$ cat config.mk
export PLATFORM = sky130hd
export DESIGN_NAME = serial_nibble_rx
export DESIGN_NICKNAME = d
export VERILOG_FILES = /design/src/rtl/serial_nibble_rx.sv
export SDC_FILE = /design/constraint.sdc
export NUM_CORES = 1
export LEC_CHECK = 0
export BUFFER_PORTS_ARGS = -buffer_cell sky130_fd_sc_hd__buf_2
export CAP_MARGIN = 0
export CORE_UTILIZATION = 50
export CTS_CLUSTER_DIAMETER = 50
export DETAILED_ROUTE_END_ITERATION = 12
export GPL_TIMING_DRIVEN = 0
export PLACE_DENSITY = 0.7
export SYNTH_ARGS = -nofsm -noshare
export SYNTH_HDL_FRONTEND = slang
export SYNTH_SLANG_ARGS = --single-unit
$ cat constraint.sdc
create_clock -name clk -period 1.6 [get_ports clk]
set_input_delay 0.32 -clock clk [delete_from_list [all_inputs] [get_ports clk]]
set_output_delay 0.32 -clock clk [all_outputs]
set_load 0.01 [all_outputs]
$ cat src/rtl/serial_nibble_rx.sv
// Framed serial nibble receiver: idle-high line, one start bit, four data bits LSB first, one stop bit.
// A good nibble is presented on data_out with a single-cycle data_valid strobe.
module serial_nibble_rx #(
  parameter int unsigned CLKS_PER_BIT = 8
) (
  input  logic       clk,
  input  logic       reset,
  input  logic       rx,
  output logic [3:0] data_out,
  output logic       data_valid,
  output logic       frame_error,
  output logic       busy
);

  localparam int unsigned HALF_BIT  = CLKS_PER_BIT / 2;
  localparam logic [7:0]  HALF_LAST = 8'(HALF_BIT - 1);
  localparam logic [7:0]  BIT_LAST  = 8'(CLKS_PER_BIT - 1);

  typedef enum logic [1:0] {IDLE, START, DATA, STOP} state_t;

  state_t     state, state_next;
  logic [7:0] cnt, cnt_next;
  logic [1:0] bit_idx, bit_idx_next;
  logic [3:0] shift, shift_next;
  logic [3:0] data_out_next;
  logic       data_valid_next, frame_error_next;
  logic       rx_meta, rx_s;

  // NOTE: synchronizer flops reset to 1 so the idle line never looks like a start bit after reset.
  always_ff @(posedge clk or posedge reset) begin
    if (reset) begin
      rx_meta <= 1'b1;
      rx_s    <= 1'b1;
    end else begin
      rx_meta <= rx;
      rx_s    <= rx_meta;
    end
  end

  // NOTE: every variable gets its default first so no path through the case can infer a latch.
  always_comb begin
    state_next       = state;
    cnt_next         = cnt;
    bit_idx_next     = bit_idx;
    shift_next       = shift;
    data_out_next    = data_out;
    data_valid_next  = 1'b0;
    frame_error_next = 1'b0;
    unique case (state)
      IDLE: begin
        cnt_next = '0;
        if (!rx_s) state_next = START;
      end
      START: begin
        if (cnt == HALF_LAST) begin
          cnt_next = '0;
          if (!rx_s) begin
            state_next   = DATA;
            bit_idx_next = '0;
          end else begin
            state_next = IDLE;
          end
        end else begin
          cnt_next = cnt + 8'd1;
        end
      end
      DATA: begin
        if (cnt == BIT_LAST) begin
          cnt_next            = '0;
          shift_next[bit_idx] = rx_s;
          if (bit_idx == 2'd3) state_next   = STOP;
          else                 bit_idx_next = bit_idx + 2'd1;
        end else begin
          cnt_next = cnt + 8'd1;
        end
      end
      STOP: begin
        if (cnt == BIT_LAST) begin
          cnt_next   = '0;
          state_next = IDLE;
          if (rx_s) begin
            data_out_next   = shift;
            data_valid_next = 1'b1;
          end else begin
            frame_error_next = 1'b1;
          end
        end else begin
          cnt_next = cnt + 8'd1;
        end
      end
      default: state_next = IDLE;
    endcase
  end

  // NOTE: sequential state uses non-blocking assignments so all flops update together on the edge.
  always_ff @(posedge clk or posedge reset) begin
    if (reset) begin
      state       <= IDLE;
      cnt         <= '0;
      bit_idx     <= '0;
      shift       <= '0;
      data_out    <= '0;
      data_valid  <= 1'b0;
      frame_error <= 1'b0;
    end else begin
      state       <= state_next;
      cnt         <= cnt_next;
      bit_idx     <= bit_idx_next;
      shift       <= shift_next;
      data_out    <= data_out_next;
      data_valid  <= data_valid_next;
      frame_error <= frame_error_next;
    end
  end

  assign busy = (state != IDLE);

endmodule

==> run_results.csv <==
group,metric,value,unit
worst_setup_path,path_cells,"ha_4, and3_4, and3_4, and3_4, mux2_4",
clock_tree,hold_buffers,0,
timing,post-route-min-period,1.592,ns
floorplan,initial_utilization,54.44,%
finish,ff_latch_area,605.6,sq um
route,drc_errors,0,
synth,yosys.area.top_type,"dfrtp_1",
clock_tree,clock_path_buffers,2,
clock_tree,tritoncts,"done",
worst_hold_path,hp-class,"input pin to register",
floorplan,die_w,51.55,microns
timing,fin_skew,0.01515,ns
worst_setup_path,cp_data_required_time,1.81,ns
worst_setup_path,crit_path_max_incr_delay,0.41,ns
timing,setup_viol,0,
clock_tree,htree_levels,1,
synth,ys_seq_area_share,49.13,%
pwr,p_int,1.038,mW
clock_tree,insertion_delay,0.32,ns
pwr,ir_drop,1.143,mV
global_route,track_usage,19.10,%
floorplan,die-area,2657,sq um
pwr,p_per_area,1037,nW/um^2
placement,place.gp.congestion,0.7479,
worst_setup_path,path_common_cell,"and3_4",
finish,fin_cells,160,
synth,synth_edf_count,0,
synth,ys_ff_latch,24,
floorplan,row_count,17,
worst_setup_path,worstSetupEndpointType,"register",
finish,drive_gt1_share,36.36,%
global_route,met1_usage,21.18,%
global_route,grtUsageMet3,5.263,%
global_route,antenna_found_initial,0,
pwr,swShare,31.56,%
pwr,leakage,0.6951,nW
route,ant_nets,0,
pwr,power_frac_comb,35.8,%
synth,synthCells,111,
finish,num-nets-final,141,
finish,multi_input_area,594.3,sq um
global_route,grt_pass1_wl,3712,microns
worst_setup_path,cp_slowest_cell,"dfrtp_1",
synth,synth_ff_type,"dfrtp_1",
worst_setup_path,start_kind,"register",
worst_setup_path,worst-path-max-fanout,4,
floorplan,num_io_pins,10,
finish,utilization,64.87,%
synth,synth.top_cells.by_area,"dfrtp_1, ha_1, mux2_4",
synth,synthTopCellsByCount,"dfrtp_1, nor2_1, inv_1",
route,wl_per_cell,14.35,microns
synth,synth_cell_types,32,
worst_setup_path,cp.arrival,1.80,ns
pwr,seqPwrFrac,46.1,%
finish,num-fill-cells,193,
placement,port_buffers,9,
clock_tree,cts_sinks,24,
placement,placed_cells_incl_taps,148,
finish,syn_to_final_growth,19.16,%
global_route,first_global_vias,887,
finish,antenna_cells,0,
worst_setup_path,crit_type,"register to register",
route,dr.pass1.iters,4,
timing,period_share,99.47,%
global_route,gr-max-usage-layer,"met2",
route,routed_wl,2296,microns
route,post_drt_via_cell_ratio,5.581,
synth,synthesis.area,1227,sq um
route,drtIter0Drc,13,
synth,syn_avg_cell_area,11.06,sq um
placement,post-dp-hpwl,1440,microns
synth,synth_top_area_share,44.85,%
pwr,power_frac_clock,18.0,%
timing,drv_slew,0,
synth,yosys_warnings,0,
global_route,grt_max_degree,25,
global_route,met2_usage,35.50,%
clock_tree,numCtsBuffers,3,
timing,worstMarginPinSlew,0.9078,ns
global_route,grt_overflow,0,
synth,yosysMostFrequentCell,"dfrtp_1",
floorplan,die_h,51.55,microns
timing,worst_slack,0.008412,ns
floorplan,core,2255,sq um
synth,synth_fp_nets,119,
synth,async_reset_ff_share,100.0,%
timing,slew_headroom,39.42,%
placement,post-place-ws,-0.2056,ns
timing,hold_violations,0,
worst_setup_path,r2r_setup_slack,0.008,ns
timing,rsz0062_at_grt,"yes",
status,status,"finished clean",
timing,fmax,0.6283,GHz
route,vias,893,
clock_tree,ctsRootBufferMaster,"clkbuf_4",
clock_tree,clk_pin_slew,0.11,ns
run,cap_violations,0,
pwr,p_switching,0.4785,mW
-- critical path: cells and delay by family (launching register included) --
family        cells  cell delay (ns)
simple gates      3             0.61
fa+ha+maj         1             0.17
flops             1             0.41
mux               1             0.30
-- through the flow --
step                area (sq um)  TNS (ns)  power (mW)  hold WS, ns
global route                1463   -0.2534       1.600      0.07678
floorplan                   1235   -0.4673      0.9953       0.3245
global placement            1315   -0.7869       1.066       0.3456
CTS                         1404  -0.09422       1.451      0.08656
detailed placement          1315    -1.378       1.088       0.3512
finish                      1463         0       1.516      0.09791
-- routing by layer --
layer | share of wire [%] | wire, microns | up-vias
li1 | - | - | 426
met1 | 42 | 964 | 435
met2 | 53 | 1218 | 25
met3 | 3.6 | 83 | 7
met4 | 1.3 | 29 | 0
met5 | 0 | 0 | -
-- power by group through the flow --
stage                     clock network [mW]  registers [mW]  logic (mW)
after detailed placement                   0           0.688       0.400
final                                  0.273           0.699       0.543
after global placement                     0           0.685       0.381
after CTS                              0.283           0.691       0.477
after floorplan                            0           0.683       0.312
after global routing                   0.304           0.705       0.592
-- final timing paths --
check | startpoint | endpoint | cells after the start
hold / removal | rx | rx_meta$_DFF_PP1_ | 1
min in group asynchronous | reset | cnt[6]$_DFF_PP0_ | 2
setup / recovery | cnt[1]$_DFF_PP0_ | data_out[3]$_DFFE_PP0P_ | 5
max in group asynchronous | reset | cnt[4]$_DFF_PP0_ | 2
setup reg to reg | cnt[1]$_DFF_PP0_ | data_out[3]$_DFFE_PP0P_ | 5
hold reg to reg | rx_meta$_DFF_PP1_ | rx_s$_DFF_PP1_ | 0
-- state kept, by name, indices dropped and copies added, names as in the netlist, named ones only --
signal / cells
frame_error: 1
state: 1
rx_s: 1
data_valid: 1
bit_idx: 2
shift: 4
rx_meta: 1
data_out: 4
cnt: 8
-- area by class of cell --
class	count	area share [%]
sequential	24	41.40
multi-input combinational	72	40.63
timing repair buffer	21	9.923
tap	28	2.395
inverter	8	2.053
clock buffer	4	1.796
buffer	3	1.796
-- cell usage in the layout, fill, tap and decap left out --
cell type	count
nand2_1	2
and3_4	3
ha_2	1
dfstp_2	2
a22oi_2	1
buf_2	8
mux2_2	2
dfrtp_1	20
nand3_1	5
clkbuf_1	2
buf_4	11
nor3_4	1
ha_1	3
ha_4	1
nor2_1	11
dfrtp_2	2
nor2b_1	1
and2_1	1
o211ai_1	1
nand4_1	3
nor2_2	1
nor3b_1	1
xor2_1	4
nor4bb_2	1
nand3b_1	4
and3_1	2
or2_4	1
inv_1	8
mux2i_1	1
a221o_1	1
xnor2_1	3
mux2_4	6
buf_6	4
o41ai_1	2
a21oi_1	4
nor4b_1	1
clkbuf_4	3
o21ai_0	4
-- cells by family after synthesis --
family                   after synthesis  share of synthesized area [%]
AND/OR/NAND/NOR                       38                          18.66
AO/OA/AOI/OAI                         13                          6.729
buffers and inverters                 15                          6.014
XOR/XNOR                               7                          4.995
flip-flops                            24                          49.13
multiplexers                           9                          9.378
adder cells (fa/ha/maj)                5                          5.097
-- repair_timing --
item | in CTS | in global routing
hold endpoints to repair | 0 | 0
buffers inserted | 8 | 4
pin swaps | 4 | 3
gates resized for setup | 8 | 8
endpoints found under the setup margin | 16 | 10
Note: power is estimated with default switching activity, not from simulation.
